File: config.mk
export PLATFORM = sky130hd
export DESIGN_NAME = keyframe_load_ctrl
export DESIGN_NICKNAME = d
export VERILOG_FILES = /design/src/rtl/keyframe_load_ctrl.sv
export SDC_FILE = /design/constraint.sdc
export NUM_CORES = 1
export LEC_CHECK = 0
export BUFFER_PORTS_ARGS = -buffer_cell sky130_fd_sc_hd__buf_2
export CAP_MARGIN = 10
export CORE_ASPECT_RATIO = 0.5
export CORE_MARGIN = 8
export CORE_UTILIZATION = 35
export DETAILED_ROUTE_END_ITERATION = 10
export PLACE_DENSITY = 0.6
export REMOVE_ABC_BUFFERS = 1
export SYNTH_ARGS = -nofsm -noshare
export SYNTH_HDL_FRONTEND = slang
export SYNTH_SLANG_ARGS = --single-unit
File: constraint.sdc
create_clock -name clk -period 2.5 [get_ports clk]
set_clock_uncertainty 0.05 [all_clocks]
set_input_delay 0.125 -clock clk [delete_from_list [all_inputs] [get_ports clk]]
set_output_delay 0.125 -clock clk [all_outputs]
set_load 0.03 [all_outputs]
File: src/rtl/keyframe_load_ctrl.sv
`default_nettype none
// ============================================================================
// Module   : keyframe_load_ctrl
// Purpose  : Loads the 86-bit key/frame store from PS/2 bytes and launches the
//            A5/1 cipher core. Optional frame auto-increment: KEYFRAME_AUTOINC_EN
// Revision : 1.0  initial release
// ============================================================================
module keyframe_load_ctrl #(
  parameter logic [7:0] ABORT_CODE  = 8'h76,
  parameter int         KEY_BYTES   = 8,
  parameter int         FRAME_BYTES = 3
) (
  input  logic        clk,
  input  logic        reset,
  input  logic        byte_valid,
  input  logic [7:0]  byte_in,
  input  logic        cipher_done,
  output logic [7:0]  kf_data,
  output logic [2:0]  kf_index,
  output logic        kf_frame_sel,
  output logic        kf_we,
  output logic        cipher_start,
  output logic        busy,
  output logic [21:0] frame_num
);

  localparam logic [2:0] C_KEY_LAST   = 3'(KEY_BYTES - 1);
  localparam logic [2:0] C_FRAME_LAST = 3'(FRAME_BYTES - 1);

  typedef enum logic [2:0] {
    S_IDLE       = 3'd0,
    S_LOAD_KEY   = 3'd1,
    S_LOAD_FRAME = 3'd2,
    S_COMMIT     = 3'd3,
    S_RUN        = 3'd4
`ifdef KEYFRAME_AUTOINC_EN
    , S_REFRESH  = 3'd5
`endif
  } state_t;

  state_t      state_q, state_d;
  logic [2:0]  cnt_q, cnt_d;
  logic [13:0] acc_q, acc_d;
  logic [21:0] frame_num_q, frame_num_d;
  logic [7:0]  kf_data_q, kf_data_d;
  logic [2:0]  kf_index_q, kf_index_d;
  logic        kf_sel_q, kf_sel_d;
  logic        kf_we_q, kf_we_d;
  logic        start_q, start_d;
  logic        busy_q, busy_d;

  logic w_abort;
  logic w_accept;

  assign w_abort  = byte_valid && (byte_in == ABORT_CODE);
  assign w_accept = byte_valid && (byte_in != ABORT_CODE);

  always_comb begin
    state_d     = state_q;
    cnt_d       = cnt_q;
    acc_d       = acc_q;
    frame_num_d = frame_num_q;
    kf_data_d   = kf_data_q;
    kf_index_d  = kf_index_q;
    kf_sel_d    = kf_sel_q;
    kf_we_d     = 1'b0;
    start_d     = 1'b0;

    case (state_q)
      S_IDLE: begin
        if (w_accept) begin
          kf_we_d    = 1'b1;
          kf_data_d  = byte_in;
          kf_index_d = C_KEY_LAST;
          kf_sel_d   = 1'b0;
          cnt_d      = C_KEY_LAST - 3'd1;
          state_d    = S_LOAD_KEY;
        end
      end

      S_LOAD_KEY: begin
        if (w_abort) begin
          state_d = S_IDLE;
        end else if (w_accept) begin
          kf_we_d    = 1'b1;
          kf_data_d  = byte_in;
          kf_index_d = cnt_q;
          kf_sel_d   = 1'b0;
          if (cnt_q == 3'd0) begin
            cnt_d   = C_FRAME_LAST;
            state_d = S_LOAD_FRAME;
          end else begin
            cnt_d = cnt_q - 3'd1;
          end
        end
      end

      S_LOAD_FRAME: begin
        if (w_abort) begin
          state_d = S_IDLE;
        end else if (w_accept) begin
          kf_we_d    = 1'b1;
          kf_data_d  = byte_in;
          kf_index_d = cnt_q;
          kf_sel_d   = 1'b1;
          // Bytes are staged so an abort never leaves a partial frame number.
          if (cnt_q == 3'd2) begin
            acc_d = {byte_in[5:0], 8'h00};
            cnt_d = cnt_q - 3'd1;
          end else if (cnt_q == 3'd1) begin
            acc_d = {acc_q[13:8], byte_in};
            cnt_d = cnt_q - 3'd1;
          end else begin
            frame_num_d = {acc_q, byte_in};
            cnt_d       = 3'd0;
            state_d     = S_COMMIT;
          end
        end
      end

      S_COMMIT: begin
        start_d = 1'b1;
        state_d = S_RUN;
      end

      S_RUN: begin
`ifdef KEYFRAME_AUTOINC_EN
        if (w_abort) begin
          state_d = S_IDLE;
        end else if (cipher_done) begin
          frame_num_d = frame_num_q + 22'd1;
          cnt_d       = C_FRAME_LAST;
          state_d     = S_REFRESH;
        end
`else
        if (cipher_done) begin
          state_d = S_IDLE;
        end
`endif
      end

`ifdef KEYFRAME_AUTOINC_EN
      S_REFRESH: begin
        if (w_abort) begin
          state_d = S_IDLE;
        end else begin
          kf_we_d    = 1'b1;
          kf_index_d = cnt_q;
          kf_sel_d   = 1'b1;
          case (cnt_q)
            3'd2:    kf_data_d = {2'b00, frame_num_q[21:16]};
            3'd1:    kf_data_d = frame_num_q[15:8];
            default: kf_data_d = frame_num_q[7:0];
          endcase
          if (cnt_q == 3'd0) begin
            state_d = S_COMMIT;
          end else begin
            cnt_d = cnt_q - 3'd1;
          end
        end
      end
`endif

      default: state_d = S_IDLE;
    endcase

    busy_d = (state_d != S_IDLE);
  end

  always_ff @(posedge clk or posedge reset) begin
    if (reset) begin
      state_q     <= S_IDLE;
      cnt_q       <= 3'd0;
      acc_q       <= 14'd0;
      frame_num_q <= 22'd0;
      kf_data_q   <= 8'd0;
      kf_index_q  <= 3'd0;
      kf_sel_q    <= 1'b0;
      kf_we_q     <= 1'b0;
      start_q     <= 1'b0;
      busy_q      <= 1'b0;
    end else begin
      state_q     <= state_d;
      cnt_q       <= cnt_d;
      acc_q       <= acc_d;
      frame_num_q <= frame_num_d;
      kf_data_q   <= kf_data_d;
      kf_index_q  <= kf_index_d;
      kf_sel_q    <= kf_sel_d;
      kf_we_q     <= kf_we_d;
      start_q     <= start_d;
      busy_q      <= busy_d;
    end
  end

  assign kf_data      = kf_data_q;
  assign kf_index     = kf_index_q;
  assign kf_frame_sel = kf_sel_q;
  assign kf_we        = kf_we_q;
  assign cipher_start = start_q;
  assign busy         = busy_q;
  assign frame_num    = frame_num_q;

endmodule
`default_nettype wire

==> results.md, run 1 <==
- Status: finished, final reports clean
- Top cells by instance count after synthesis: 57 x dfrtp_1, 20 x mux2_4, 17 x mux2_2
- Met2 Usage GRT: 0.181
- Critical Path Source Type: flip-flop
- Die span in x: 137 µm
- Die Y-Extent: 76.6 µm
- Cell Rows: 22
- ANT nets after route: 0
- Vias: 1619
- Area grow syn2layout: 25.1%
- Post-synth ARST share: 1.00
- Synthesized cell area: 2570 µm²
- Most frequent cell after synthesis: dfrtp_1
- Via density: 4.61
- Final Max Slew Viols: 0
- Endpoints failing setup: 0
- Clock Path Buffers: 2
- Clock network power share: 0.283
- Worst EP required: 2.66 ns
- Starting Density: 0.356
- Worst-path clk slew: 0.05 ns
- Routed wire per std cell: 15.6 µm
- TritonCTS Buffers: 9
- # DRC: 0
- Synth unique cells: 38
- Post_cts resized: 0
- Crit end category: flip-flop
- Net Switching: 1.73 mW
- Largest area contributor in the synthesized netlist: dfrtp_1
- Share of layout cells above drive strength 1: 0.447
- Register share of total power: 0.340
- Slowest stage cell on the critical path: or3b_1
- Unrepaired setup endpoints after global routing: false
- Static leakage: 1.65 nW
- Core area: 7210 µm²
- Worst-path maximum fanout: 22
- Global Route Usage Sum: 0.112
- Largest net degree at the start of global routing: 34
- Ys Warns: 0
- Ys flop type: dfrtp_1
- Cells after Synth: between 150 and 200
- Worst path arrival time: 2.41 ns
- Clk root buf: clkbuf_16
- Hold WS: 0.0300 ns
- DRT iter0 DRCs: 68
- Relative max-transition margin: 0.411
- Critical path type: flip-flop to flip-flop
- Synth top area cells: dfrtp_1 56%, mux2_4 12%, mux2_2 7.5%
- Internal Power: 2.92 mW
- Grt ovf: 0
- Met1 usage: 0.125
- Initial antenna violation count: 0
- Placement Setup Slack: 0.267 ns
- Max_cap viols: 0
- Total wire length: 5460 µm
- Sequential-to-total area share from yosys stat: 0.555
- Design area: roughly 3200 µm²
- Crit path largest cell delay: 0.39 ns
- Clock Sink Count: 57
- Setup ws final: 0.251 ns
- Antenna Cells: 0
- Slew @ Worst Pin: 0.878 ns
- Die ar.: 10500 µm²
- Number of synthesized flops with an enable pin: 0
- Gr busiest metal: met2
- Switching Fraction: 0.371
- Placed insts: 334
- Synthesized flop and latch total: 57
- IO buf count: 48
- First-pass GRT wire length: 9140 µm
- Dpl cell area: 2880 µm²
- Met3 usage: 0.0500
- CTS tree: yes
- Htree depth: 3
- Power density cells: 1450 nW/µm²
- Final min period: about 2.2 ns
- Pre-antenna DRT Iters: 4
- Max Clock Freq: between 400 and 500 MHz
- Clock Latency Late Sink: about 0.32 ns
- Setup_tns: 0 ns
- RD Place Congestion: 0.776
- Worst hold path type: input pin to flip-flop
- CP Cell Sequence: inv_1, ha_1, o21bai_1, or3b_1, buf_4, mux2_4
- Maximum vdd drop: 0.429 mV
- Fin crit share: 0.899
- Vias in the first global route: roughly 1800
- Top-area cell type share of the netlist area: 0.555
- DP HPWL: around 3800 µm
- # IOs: ~50
- Final hold vios: 0
- Non-filler instance count after layout: roughly 350
- Final net count: 266
- Syn_area_per_cell: 13.2 µm²
- Comb pwr share: 0.377
-- power groups by stage --
stage | clock network, mW | logic, mW | registers, mW
finish | 1.31 | 1.75 | 1.58
global route | 1.38 | 1.88 | 1.64
CTS | 1.34 | 1.78 | 1.59
detailed placement | 0 | 1.77 | 1.59
global placement | 0 | 1.73 | 1.57
floorplan | 0 | 0.751 | 2.06
-- state kept, by name, indices dropped and copies added, names as in the netlist --
register	count
kf_data	8
kf_we	1
cipher_start	1
busy	1
acc_q	14
kf_frame_sel	1
frame_num	22
state_q	3
kf_index	3
cnt_q	3
-- final cells by class --
cell class / instances / area [µm²]
multi-input cells: 112 / 997
repair buffers: 54 / 288
clock buffers: 11 / 243
fillers: 657 / 4000
flip-flops and latches: 57 / 1430
clock inverters: 5 / 78.8
well taps: 96 / 120
inverters: 16 / 60.1
-- metal layers --
layer | up-vias | part of all wire | wire length, µm
li1 | 776 | - | -
met1 | 800 | 0.43 | 2340
met2 | 31 | 0.51 | 2800
met3 | 12 | 0.041 | 224
met4 | 0 | 0.018 | 101
met5 | - | 0 | 0
-- what timing repair did --
item | in CTS | in global routing
hold buffers | 1 | 0
setup endpoints to repair | 0 | 0
endpoints found under the hold margin | 31 | 0
setup buffers | 0 | 0
-- worst max-delay path: cells and delay by family, from the launching register on --
family | cells | cell delay, ns
AO/OA/AOI/OAI | 1 | 0.38
adder cells (fa/ha/maj) | 1 | 0.23
buffers and inverters | 2 | 0.37
flip-flops | 1 | 0.37
multiplexers | 1 | 0.34
AND/OR/NAND/NOR | 1 | 0.39
-- cell usage in the layout (no fill, tap or decap), types with 5 or more instances in the layout --
cell type	count
dfrtp_1	57
buf_2	48
mux2_4	20
mux2_2	17
inv_1	15
nand2_1	14
clkbuf_16	9
mux2i_1	8
nor2_1	8
o21ai_0	6
nor3_1	6
buf_4	5
-- cells by family after synthesis --
logic type / synth area share
buf+inv: 0.0565
fa+ha+maj: 0.0195
simple gates: 0.0950
compound gates: 0.0512
mux: 0.223
flops: 0.555
-- path summary, 6_finish.rpt --
| check | start | end | slack, ns | cells after the start |
|---|---|---|---|---|
| setup / recovery | cnt_q[0]$_DFFE_PP0P_ | frame_num[17]$_DFFE_PP0P_ | 0.25 | 6 |
| hold / removal | byte_in[7] | frame_num[7]$_DFFE_PP0P_ | 0.03 | 2 |
| setup reg to reg | cnt_q[0]$_DFFE_PP0P_ | frame_num[17]$_DFFE_PP0P_ | 0.25 | 6 |
| hold reg to reg | kf_index[1]$_DFFE_PP0P_ | kf_index[1]$_DFFE_PP0P_ | 0.43 | 2 |
| max in group asynchronous | reset | acc_q[12]$_DFFE_PP0P_ | 1.32 | 4 |
| min in group asynchronous | reset | kf_we$_DFF_PP0_ | 0.43 | 3 |
-- through the flow --
stage                util  power, mW
global route        0.446       4.91
CTS                 0.446       4.70
detailed placement  0.400       3.36
floorplan               -       2.82
finish              0.446       4.65
global placement    0.400       3.30
No activity file was read; power rests on OpenSTA's default activity.
==> inputs of run 2 (changes only) <==
Settings changed: CORE_UTILIZATION 35 to 50, CTS_CLUSTER_SIZE from default to 30, PLACE_DENSITY 0.6 to 0.78.
==> run 2 against run 1 <==
Setup slack got worse by 0.0041 ns. Sequential power about the same. Maximum frequency down 0.18%. First-iteration DRC count is 25% higher. Largest power group unchanged. Register-to-register slack is essentially flat. Critical path depth did not move. Largest cell class unchanged. Final cell count down 8.0%.
==> results.md, run 2 (same netlist as run 1, synthesis figures left out) <==
- Pre-antenna DRT Iters: 4 (unchanged)
- Die Y-Extent: 66.7 µm (-13%)
- Vias in the first global route: 1814 (+1.9%)
- Vias: 1662 (+2.7%)
- # IOs: 49 (unchanged)
- Die span in x: 117 µm (-14%)
- Multi-input logic area: 997 µm² (unchanged)
- Most frequent cells in the layout: 57 x dfrtp_1, 48 x buf_2, 20 x mux2_4
- Share of layout cells above drive strength 1: 0.443 (-0.00437)
- Tot Pwr: 4.13 mW (-11%)
- Worst path arrival time: 2.42 ns (about the same)
- Worst reg2reg path depth: 6 (unchanged)
- CTS tree: yes
- Setup ws final: 0.247 ns (-0.00414 ns)
- Static leakage: 1.58 nW (-4.2%)
- Via density: 5.15 (+12%)
- ANT nets after route: 0 (unchanged)
- WP depth: 6 (unchanged)
- Max_cap viols: 0 (unchanged)
- Clock Path Buffers: 2 (unchanged)
- # DRC: 0 (unchanged)
- Placement Setup Slack: 0.260 ns (-0.00713 ns)
- Area grow syn2layout: 18.0%
- Antenna Cells: 0 (unchanged)
- Crit end category: flip-flop
- Number of flip-flops under the largest register name: 22 (unchanged)
- Critical path type: flip-flop to flip-flop
- Core area: 4930 µm² (-32%)
- Grt ovf: 0 (unchanged)
- Final hold vios: 0 (unchanged)
- Worst-path clk slew: 0.06 ns (about the same)
- Worst EP required: 2.67 ns (about the same)
- Post-CTS Setup Bufs: 0 (unchanged)
- DR top layer: met4
- Worst hold path stage count: 3 (+1)
- Fin crit share: 0.901 (+0.00165)
- Final Max Slew Viols: 0 (unchanged)
- Initial antenna violation count: 0 (unchanged)
- Htree depth: 3 (unchanged)
- Relative max-transition margin: 0.411 (-0.000697)
- CP Cell Sequence: inv_1, ha_1, o21bai_1, or3b_1, buf_4, mux2_4
- Slowest stage cell on the critical path: dfrtp_1
- Clock Latency Late Sink: 0.34 ns (+0.02 ns)
- Clock Sink Count: 57 (unchanged)
- Hold WS: 0.0202 ns (-0.00975 ns)
- Critical Path Source Type: flip-flop
- Most common cell after layout, fill and taps aside: dfrtp_1
- Metal3 WL: 216 µm (-3.6%)
- Routed wire per std cell: 16.0 µm (+3.0%)
- DP HPWL: 3600 µm (-5.6%)
- Final net count: 264 (-0.75%)
- Max Clock Freq: 444 MHz (-0.18%)
- First-pass GRT wire length: 9000 µm (-1.6%)
- Starting Density: 0.521 (+0.165)
- Global Route Usage Sum: 0.145 (+0.0337)
- Unrepaired setup endpoints after global routing: false
- Cell Rows: 18 (-18%)
- Largest net degree at the start of global routing: 58 (+71%)
- Total wire length: 5180 µm (-5.3%)
- DRT iter0 DRCs: 85 (+25%)
- Worst hold path type: input pin to flip-flop
- Die ar.: 7830 µm² (-25%)
- Delay-heaviest family, CP: flip-flops
- IO buf count: 48 (unchanged)
- Power density cells: 1360 nW/µm² (-5.8%)
- Worst-path maximum fanout: 22 (unchanged)
- Endpoints failing setup: 0 (unchanged)
- Fillers: 376 (-43%)
- Final min period: 2.25 ns (+0.00414 ns)
- Setup_tns: 0 ns (unchanged)
- Maximum vdd drop: 0.504 mV (+18%)
- Crit path largest cell delay: 0.39 ns (about the same)
- Slew @ Worst Pin: 0.879 ns (+0.00104 ns)
- RD Place Congestion: 0.899 (+16%)
- Met1 wire length: 2190 µm (-6.3%)
- TritonCTS Buffers: 9 (unchanged)
- Met2 WL: 2660 µm (-4.9%)
- Status: finished, final reports clean
- Register area: 1430 µm² (unchanged)
- Number of buffers and inverters on the critical path: 2 (unchanged)
- Clk root buf: clkbuf_8
run 2: cell count changes in the layout (fill, tap and decap cells not counted):
cell | before | now
buf_4 | 5 | 3
clkinv_2 | 2 | 4
bufinv_16 | 2 | 1
clkbuf_8 | 1 | 9
clkbuf_16 | 9 | 0
run 2: worst register-to-register path: cells and delay by family (launching register included):
kind	cells	cell delay, ns
DFF	1	0.39
and+or+nand+nor	1	0.39
muxes	1	0.35
adders and majority gates	1	0.22
buffers and inverters	2	0.38
AOI/OAI and AO/OA	1	0.37
run 2: area by class of cell:
cell class              count  area share
well taps                  70      0.0289
clock inverters             6      0.0194
multi-input cells         112       0.329
flip-flops and latches     57       0.471
inverters                  16      0.0198
repair buffers             52      0.0900
clock buffers              10      0.0421
run 2: report_power, final:
part | switching [mW] | leakage, nW | internal, mW
clock network | 0.356 | 0.0998 | 0.454
registers | 0.254 | 0.717 | 1.32
logic | 1.05 | 0.765 | 0.693
run 2: worst paths after layout:
check	startpoint	to	slack, ns
worst max-delay path	cnt_q[0]$_DFFE_PP0P_	frame_num[8]$_DFFE_PP0P_	0.25
worst min-delay path	byte_in[7]	acc_q[7]$_DFFE_PP0P_	0.02
worst max register to register	cnt_q[0]$_DFFE_PP0P_	frame_num[8]$_DFFE_PP0P_	0.25
worst min register to register	kf_index[0]$_DFFE_PP0P_	kf_index[0]$_DFFE_PP0P_	0.44
max in group asynchronous	reset	acc_q[7]$_DFFE_PP0P_	1.45
min in group asynchronous	reset	kf_data[7]$_DFFE_PP0P_	0.46
run 2: what timing repair did:
item                                   CTS  global route
gates resized for setup                  0             0
endpoints found under the hold margin   57             0
hold buffers                             1             0
run 2: through the flow:
| step | cell area [µm²] | utilization | instances |
|---|---|---|---|
| finish | 3030 | 0.614 | 323 |
| global placement | 2830 | 0.575 | 306 |
| CTS | 3030 | 0.614 | 323 |
| floorplan | 2480 | - | 185 |
| detailed placement | 2830 | 0.575 | 306 |
| global route | 3030 | 0.614 | 323 |
run 2: routing by layer:
layer	vias to the layer above	track usage
met5	-	0
met4	0	0.0768
met3	14	0.0455
met2	40	0.254
met1	833	0.161
li1	775	-
